File: src/rtl/enc_pkg.sv
// enc_pkg: shared types, opcodes and immediate limits for the RV32I instruction encoder.
// The ENC_LI_EN macro adds the LI_HI/LI_LO states used by the LI expansion.
package enc_pkg;
  typedef enum logic [2:0] {FMT_R, FMT_I, FMT_S, FMT_B, FMT_U, FMT_J, FMT_LI, FMT_RSV} fmt_e;
  typedef enum logic [1:0] {ERR_NONE, ERR_RANGE, ERR_ALIGN, ERR_FMT} err_e;
`ifdef ENC_LI_EN
  typedef enum logic [1:0] {EMPTY, FULL, LI_HI, LI_LO} state_e;
`else
  typedef enum logic {EMPTY, FULL} state_e;
`endif
  localparam logic [6:0] OP_LUI = 7'b0110111;
  localparam logic [6:0] OP_OPIMM = 7'b0010011;
  localparam int IMM12_MIN = -2048;
  localparam int IMM12_MAX = 2047;
  localparam int IMMB_MIN = -4096;
  localparam int IMMB_MAX = 4094;
  localparam int IMMJ_MIN = -1048576;
  localparam int IMMJ_MAX = 1048574;
  function automatic logic in_range(logic [31:0] v, int lo, int hi);
    return $signed(v) >= lo && $signed(v) <= hi;
  endfunction
endpackage

File: src/rtl/instr_pack.sv
// instr_pack: combinational scatter of (fmt, fields, imm) into a 32-bit RV32I word.
// Ports: i_fmt/i_opcode/i_funct3/i_funct7/i_rd/i_rs1/i_rs2/i_imm in, o_word out; LI and reserved formats pack to zero.
module instr_pack
  import enc_pkg::*;
(
  input  fmt_e        i_fmt,
  input  logic [6:0]  i_opcode,
  input  logic [2:0]  i_funct3,
  input  logic [6:0]  i_funct7,
  input  logic [4:0]  i_rd,
  input  logic [4:0]  i_rs1,
  input  logic [4:0]  i_rs2,
  input  logic [31:0] i_imm,
  output logic [31:0] o_word
);
  always_comb begin
    o_word = '0;
    case (i_fmt)
      FMT_R: o_word = {i_funct7, i_rs2, i_rs1, i_funct3, i_rd, i_opcode};
      FMT_I: o_word = {i_imm[11:0], i_rs1, i_funct3, i_rd, i_opcode};
      FMT_S: o_word = {i_imm[11:5], i_rs2, i_rs1, i_funct3, i_imm[4:0], i_opcode};
      FMT_B: o_word = {i_imm[12], i_imm[10:5], i_rs2, i_rs1, i_funct3, i_imm[4:1], i_imm[11], i_opcode};
      FMT_U: o_word = {i_imm[31:12], i_rd, i_opcode};
      FMT_J: o_word = {i_imm[20], i_imm[10:1], i_imm[11], i_imm[19:12], i_rd, i_opcode};
      default: o_word = '0;
    endcase
  end
endmodule

File: src/rtl/instr_encoder.sv
// instr_encoder: streaming RV32I encoder with range/alignment checks and a wrapping word address.
// Ports: in_* request (valid/ready), out_* word stream (valid/ready, instr, addr), err pulse and held err_code.
// Define ENC_LI_EN to support fmt 6 (LI), expanded into LUI+ADDI when the value exceeds 12 bits.
module instr_encoder
  import enc_pkg::*;
#(
  parameter int ADDR_W = 10,
  parameter int BASE_ADDR = 0
) (
  input  logic              clk,
  input  logic              rst,
  input  logic              in_valid,
  output logic              in_ready,
  input  logic [2:0]        in_fmt,
  input  logic [6:0]        in_opcode,
  input  logic [2:0]        in_funct3,
  input  logic [6:0]        in_funct7,
  input  logic [4:0]        in_rd,
  input  logic [4:0]        in_rs1,
  input  logic [4:0]        in_rs2,
  input  logic [31:0]       in_imm,
  output logic              out_valid,
  input  logic              out_ready,
  output logic [31:0]       out_instr,
  output logic [ADDR_W-1:0] out_addr,
  output logic              err,
  output logic [1:0]        err_code
);
  state_e r_state, w_state_nxt;
  logic [31:0] r_instr, w_word, w_imm;
  logic [ADDR_W-1:0] r_addr;
  logic r_err, w_acc, w_hs, w_bad;
  err_e r_err_code, w_code;
  fmt_e w_fmt;
  logic [6:0] w_op;
  logic [2:0] w_f3;
  logic [4:0] w_rs1;
`ifdef ENC_LI_EN
  logic [31:0] r_lo, w_lo;
  logic [19:0] w_hi;
  logic w_split, w_two;
  // Rounding hi up when imm[11] is set compensates for ADDI sign-extending its 12 bits.
  assign w_hi = in_imm[31:12] + {19'd0, in_imm[11]};
  assign w_lo = {in_imm[11:0], in_rd, 3'b000, in_rd, OP_OPIMM};
  assign w_two = w_split && |in_imm[11:0];
  assign in_ready = !out_valid || (out_ready && r_state != LI_HI);
`else
  assign in_ready = !out_valid || out_ready;
`endif
  assign out_valid = r_state != EMPTY;
  assign out_instr = r_instr;
  assign out_addr = r_addr;
  assign err = r_err;
  assign err_code = r_err_code;
  assign w_acc = in_valid && in_ready;
  assign w_hs = out_valid && out_ready;
  assign w_bad = w_code == ERR_FMT;
  always_comb begin
    w_fmt = fmt_e'(in_fmt);
    w_op = in_opcode;
    w_f3 = in_funct3;
    w_rs1 = in_rs1;
    w_imm = in_imm;
    w_code = ERR_NONE;
`ifdef ENC_LI_EN
    w_split = 1'b0;
`endif
    case (fmt_e'(in_fmt))
      FMT_R: w_code = ERR_NONE;
      FMT_I, FMT_S: w_code = in_range(in_imm, IMM12_MIN, IMM12_MAX) ? ERR_NONE : ERR_RANGE;
      FMT_B: w_code = in_imm[0] ? ERR_ALIGN : in_range(in_imm, IMMB_MIN, IMMB_MAX) ? ERR_NONE : ERR_RANGE;
      FMT_J: w_code = in_imm[0] ? ERR_ALIGN : in_range(in_imm, IMMJ_MIN, IMMJ_MAX) ? ERR_NONE : ERR_RANGE;
      FMT_U: w_code = |in_imm[11:0] ? ERR_RANGE : ERR_NONE;
`ifdef ENC_LI_EN
      FMT_LI: begin
        w_split = !in_range(in_imm, IMM12_MIN, IMM12_MAX);
        w_fmt = w_split ? FMT_U : FMT_I;
        w_op = w_split ? OP_LUI : OP_OPIMM;
        w_f3 = 3'b000;
        w_rs1 = 5'd0;
        w_imm = w_split ? {w_hi, 12'h000} : in_imm;
      end
`endif
      default: w_code = ERR_FMT;
    endcase
  end
  instr_pack u_pack (
    .i_fmt(w_fmt),
    .i_opcode(w_op),
    .i_funct3(w_f3),
    .i_funct7(in_funct7),
    .i_rd(in_rd),
    .i_rs1(w_rs1),
    .i_rs2(in_rs2),
    .i_imm(w_imm),
    .o_word(w_word)
  );
  // A bad-format acceptance implies the held word (if any) left this cycle, so the slot empties.
  always_comb begin
    w_state_nxt = r_state;
`ifdef ENC_LI_EN
    if (w_acc) w_state_nxt = w_bad ? EMPTY : w_two ? LI_HI : FULL;
    else if (w_hs) w_state_nxt = r_state == LI_HI ? LI_LO : EMPTY;
`else
    if (w_acc) w_state_nxt = w_bad ? EMPTY : FULL;
    else if (w_hs) w_state_nxt = EMPTY;
`endif
  end
  // err is registered, so it pulses alongside the word produced by the faulty request.
  always_ff @(posedge clk) begin
    if (rst) begin
      r_state <= EMPTY;
      r_instr <= '0;
      r_addr <= ADDR_W'(BASE_ADDR);
      r_err <= 1'b0;
      r_err_code <= ERR_NONE;
`ifdef ENC_LI_EN
      r_lo <= '0;
`endif
    end else begin
      r_state <= w_state_nxt;
      r_err <= w_acc && w_code != ERR_NONE;
      if (w_hs) r_addr <= r_addr + ADDR_W'(1);
      if (w_acc) r_err_code <= w_code;
      if (w_acc && !w_bad) r_instr <= w_word;
`ifdef ENC_LI_EN
      else if (w_hs && r_state == LI_HI) r_instr <= r_lo;
      if (w_acc) r_lo <= w_lo;
`endif
    end
  end
endmodule

File: config.mk
export PLATFORM = sky130hd
export DESIGN_NAME = instr_encoder
export DESIGN_NICKNAME = d
export VERILOG_FILES = /design/src/rtl/enc_pkg.sv /design/src/rtl/instr_pack.sv /design/src/rtl/instr_encoder.sv
export SDC_FILE = /design/constraint.sdc
export NUM_CORES = 1
export LEC_CHECK = 0
export ABC_CLOCK_PERIOD_IN_PS = 1500
export CELL_PAD_IN_SITES_DETAIL_PLACEMENT = 1
export CELL_PAD_IN_SITES_GLOBAL_PLACEMENT = 1
export CORE_ASPECT_RATIO = 0.5
export CORE_MARGIN = 8
export CORE_UTILIZATION = 26
export CTS_BUF_LIST = sky130_fd_sc_hd__clkbuf_8
export CTS_CLUSTER_DIAMETER = 120
export DETAILED_ROUTE_END_ITERATION = 12
export PLACE_DENSITY = 0.81
export SLEW_MARGIN = 20
export SYNTH_ARGS = -nofsm -noshare
export SYNTH_HDL_FRONTEND = slang
export SYNTH_HIERARCHICAL = 1
export SYNTH_SLANG_ARGS = --single-unit
File: constraint.sdc
create_clock -name clk -period 1.5 [get_ports clk]
set_input_delay 0.375 -clock clk [delete_from_list [all_inputs] [get_ports clk]]
set_output_delay 0.375 -clock clk [all_outputs]
set_load 0.01 [all_outputs]
Word-level counts from Yosys, hierarchy flattened
Cells that the tools add are included.
Widths: inputs -> output; s select.
{"block": "classes", "n_reduce_logical": 15, "muxes": 11, "n_eq_ne": 6, "add_sub_neg": 1, "n_lt_le_gt_ge": 6}
{"cell": "$pmux 32 s6", "count": 1}
{"cell": "$ge 32x12->1 const B", "count": 1}
{"cell": "$ge 32x13->1 const B", "count": 1}
{"cell": "$ge 32x21->1 const B", "count": 1}
{"cell": "$le 32x12->1 const B", "count": 1}
{"cell": "$le 32x13->1 const B", "count": 1}
{"cell": "$le 32x21->1 const B", "count": 1}
{"cell": "$reduce_or 12->1", "count": 1}
{"cell": "$add 10x1->10 const B", "count": 1}
{"cell": "$pmux 2 s5", "count": 1}
{"cell": "$logic_and 1x1->1", "count": 7}
{"cell": "$mux 1", "count": 7}
{"cell": "$eq 3x2->1 const B", "count": 2}
{"cell": "$eq 3x3->1 const B", "count": 2}
{"cell": "$mux 2", "count": 2}
{"cell": "$reduce_bool 2->1", "count": 2}
{"cell": "$eq 3x1->1 const B", "count": 1}
{"cell": "$logic_not 3->1", "count": 1}
{"cell": "$eq 2x2->1 const B", "count": 1}
{"cell": "$logic_not 1->1", "count": 2}
{"cell": "$reduce_or 2->1", "count": 1}
{"cell": "$logic_or 1x1->1", "count": 1}
{"block": "totals", "word_cells": 44, "inputBits": 71, "ff_bits": 46, "output_inout_bits": 47}

Depth between registers and ports, before layout
{"block": "depth", "depth_word": 8, "mapped_depth": 7, "ltp_nobuf": 6}

Cells and area by module
Netlist, hierarchy kept.
{"module": "instr_encoder", "cells_per_inst": 241, "n_inst": 1, "area_per_inst_um2": 1915.6, "seq_area_each_um2": 920.9}
{"module": "instr_pack", "cells_per_inst": 88, "n_inst": 1, "area_per_inst_um2": 558.0, "seq_area_each_um2": 0.0}

Least setup slack after synthesis
OpenSTA, ideal clock, no wires.
{"block": "synth_timing", "kind": "input to register", "start": "input port in_imm[25]", "end": "register r_err (netlist: err)", "required_ns": 1.368, "path_buffers": 0, "path_slack_ns": 0.038, "setup_ns": 0.132, "cell_stages": 6, "arrival_time_ns": 1.330, "cell_sequence": "nor4_1 nand3_1 nor3_1 nor3_1 a211oi_2 a311oi_1"}
{"block": "synth_via", "elab_chain_len": 7, "word_cells_on_any_way": 17, "cone_classes": "6 x order compare; 6 x mux; 5 x reduce/logical"}
{"element": "from (decl)", "line": "instr_encoder.sv:21", "source": "input logic [31:0] in_imm,"}
{"element": "$ge 32x21->1 (tied with other cells)", "line": "enc_pkg.sv:20", "source": "return $signed(v) >= lo && $signed(v) <= hi;"}
{"element": "$logic_and 1x1->1", "line": "enc_pkg.sv:20"}
{"element": "$mux 1, on equally long branches", "line": "instr_encoder.sv:72, instr_encoder.sv:71"}
{"element": "$mux 2, on equally long branches", "line": "instr_encoder.sv:72, instr_encoder.sv:71"}
{"element": "$pmux 2 s5 (*)", "line": "instr_encoder.sv:68", "source": "case (fmt_e'(in_fmt))"}
{"element": "$reduce_bool 2->1 (*)", "line": "instr_encoder.sv:122", "source": "r_err <= w_acc && w_code != ERR_NONE;"}
{"element": "$logic_and 1x1->1 (*)", "line": "instr_encoder.sv:122"}
{"element": "to (signal assigned)", "line": "instr_encoder.sv:115", "source": "r_err <= 1'b0;"}
{"element": "to (signal assigned)", "line": "instr_encoder.sv:122"}
{"element": "to (decl)", "line": "instr_encoder.sv:32", "source": "logic r_err, w_acc, w_hs, w_bad;"}
Mark *: on every way between the ends. The rest lies on a longest branch, timed or not.
A chain may end at the register's enable or synchronous reset.

Worst setup path in the final report
{"block": "layout_timing", "start": "input port in_imm[18]", "end": "register r_err (netlist: err)"}
The elaborated chain is that of the path after synthesis.

==> run summary <==
Multi-input gate area = 1600 µm²
DP HPWL = 8640 µm
ant diodes = 0
number of synthesized register bits = 46
reg2reg path depth = 8
Worst EP arrival = 1.76 ns
FF+latch area = 922 µm²
count of flip-flops with a built-in enable after synthesis = 0
input/output buffers = 117
vias in the first global route = 3288
initial DRC count = 163
Clock Path Buffers = 2
grt ovf = 0
Crit path required time = 1.73 ns
CP top delay family = compound AO/OA/AOI/OAI gates
TritonRoute pass-1 iters = 4
syn_area_per_cell = 7.52 µm²
Most Frequent Cell on Critical Path = buf_4
Lkg Pwr = 1.96 nW
synthesis warning total = 6
Hold WC Path Type = primary input to flip-flop
routed length per instance = 19.6 µm
number of max-slew violations in the final report = 0
most common cell after layout, fill and taps aside = nand2_1
CP Cell Sequence = buf_4 > buf_6 > nand4_1 > nor2_2 > buf_4 > a21oi_2 > o31ai_2 > a211oi_2 > a311oi_1
Critical Path End = err
Async SR Flop Fraction = 0%
final setup margin = -0.0317 ns
Buf/Inv on CP = 3
Final Power = 3.04 mW
final setup fails = 2
Area Overhead vs Synth = 78.2%
Detailed Route WL = 12200 µm
Initial Util = 26.4%
status = finished with violations
Die Outline Area = 13100 µm²
Rows = 25
number of max-cap violations = 0
Crit Reg-Reg Endpoint = out_instr[10]
initial antenna violation count = 0
largest net degree at the start of global routing = 25
Top Ports = 118
Detail Route Antenna Nets = 0
Levels on crit path = 9
Critical R2R Launch = out_valid
Setup Skew = 0.0117 ns
RePlAce Congestion = 0.841
element type at the critical path end = flip-flop
first-pass GRT wire length = 18400 µm
Die W = 154 µm
drt via density = 5.12
Synth Net Count = 401
Clock transition at path regs = 0.10 ns
DR vias = 3187
share of post-route cells with drive strength above 1 = 28.7%
CTS sink cnt = 46
Crit-path slowest cell = o31ai_2
clock root cell = clkbuf_8
CTS buffer count = 5
Startpoint Class = primary input
H-tree levels = 2
Crit Path Max Fanout = 2
Crit. Startpoint = in_imm[18]
failing checks = negative setup slack
Worst-Margin Slew = 0.358 ns
Hold WS = 0.415 ns
Skew-Pair Late Insertion Delay = 0.32 ns
Pwr Density = 690 nW/µm²
Fill cells = 1128
Core ar. = 9350 µm²
Nets = 572
critical path type = primary input to flip-flop
CP max stage delay = 0.26 ns
gr usage total = 17.7%
worst vdd ir = 0.327 mV
sequential fraction of the synthesis area = 37.2%
f_max = 653 MHz
CTS tree = yes
R2R setup slack = 0.12 ns
Top FF cell, synth = dfxtp_1
Gate Count Post-Synth = 329
Tcrit/Tclk final = 102%
Chip Height = 85.0 µm
post-layout minimum cycle time = 1.53 ns
RSZ-0062 raised after global routing = yes
Hold Fails Final Rpt = 0
# DRC = 0
Synth cell types = 42
Slew HR = 76.0%
most frequent cells in the layout = 80 x nand2_1, 56 x buf_4, 48 x dlygate4sd2_1, 45 x dfxtp_1, 34 x a21oi_1
synthesized cell area = 2470 µm²
how the worst min path moves through the flow:
stage	from	to	slack, ns	cells after the start
2_1_floorplan	out_instr[10]	out_instr[10]	0.48	2
3_3_place_gp	out_instr[21]	out_instr[21]	0.44	2
3_5_place_dp	out_instr[5]	out_instr[5]	0.45	2
4_1_cts	rst	out_instr[24]	0.41	2
5_1_grt	rst	out_instr[22]	0.41	2
6_report	rst	out_instr[22]	0.41	2
final cells by class:
class | count | area share, %
clock buffers | 5 | 1.56
clock inverters | 3 | 0.568
inverters | 10 | 0.852
multi-input cells | 254 | 36.3
flip-flops and latches | 46 | 20.9
well taps | 121 | 3.43
repair buffers | 183 | 36.3
power by group:
part / switching, mW / internal, mW / leakage [nW] / total, mW
clock network: 0.511 / 0.338 / 0.0447 / 0.849
logic: 0.434 / 0.455 / 1.54 / 0.890
registers: 0.0287 / 1.28 / 0.375 / 1.30
total: 0.974 / 2.07 / 1.96 / 3.04
synth_stat cells, drive strengths merged (2+ instances only):
cell	n	share of area, %
nand2	86	13
dfxtp	46	37
a21oi	40	8.4
nor2	17	2.6
a22oi	16	4.9
buf	13	3.1
inv	10	1.5
o21ai	10	2.0
and2	9	2.3
nand4	8	2.0
nor4	8	2.0
xor2	8	2.8
nand3	7	1.4
a22o	6	2.1
clkbuf	6	0.91
o22ai	6	1.5
nor3	5	1.2
mux2i	4	1.6
o2bb2ai	4	1.4
a211oi	2	0.81
and3	2	0.51
mux2	2	1.1
nand3b	2	0.61
nor2b	2	0.51
xnor2	2	0.71
layer usage:
layer / GRT usage [%] / wire, µm / vias to the layer above
met5: 0 / 0 / -
met4: 6.09 / 304 / 0
met3: 2.99 / 424 / 29
met2: 35.0 / 6650 / 77
met1: 18.8 / 4830 / 1584
li1: - / - / 1497
flip-flops by register name, summed over array words and instances (netlist names):
name	flops
err	1
out_instr	32
out_valid	1
err_code	2
out_addr	10
stage by stage:
step	area (µm²)	TNS, ns	utilization [%]	setup WS [ns]	cells
floorplan	2470	0	-	0.0381	329
global placement	4170	-15.13	44.6	-0.640	607
detailed placement	4170	-17.81	44.6	-0.773	607
CTS	4390	0	46.9	0.00343	620
global route	4410	-0.123	47.1	-0.0763	622
finish	4410	-0.0456	47.1	-0.0317	622
cells by family after synthesis:
logic type               share of synthesized area [%]
AO/OA/AOI/OAI                                     23.0
multiplexers                                      2.68
AND/OR/NAND/NOR                                   27.5
adder cells (fa/ha/maj)                          0.506
buffers and inverters                             5.56
XOR/XNOR                                          3.54
flip-flops                                        37.2
worst reg2reg max path: stages, from the launching register on:
cell	delay, ns
dfxtp_2	0.39
nand2b_4	0.06
buf_6	0.12
and2_4	0.16
nand2_4	0.10
buf_12	0.11
buf_4	0.13
nand2_1	0.07
a21oi_1	0.16
timing repair:
item                                    4_1_cts  5_1_grt
endpoints found under the setup margin       82       24
cloned                                        2        0
gates resized for setup                     173       54
pin swaps                                    25       19
hold buffers                                  0        0
buffers inserted                              3        2
No activity file was read; power rests on OpenSTA's default activity.
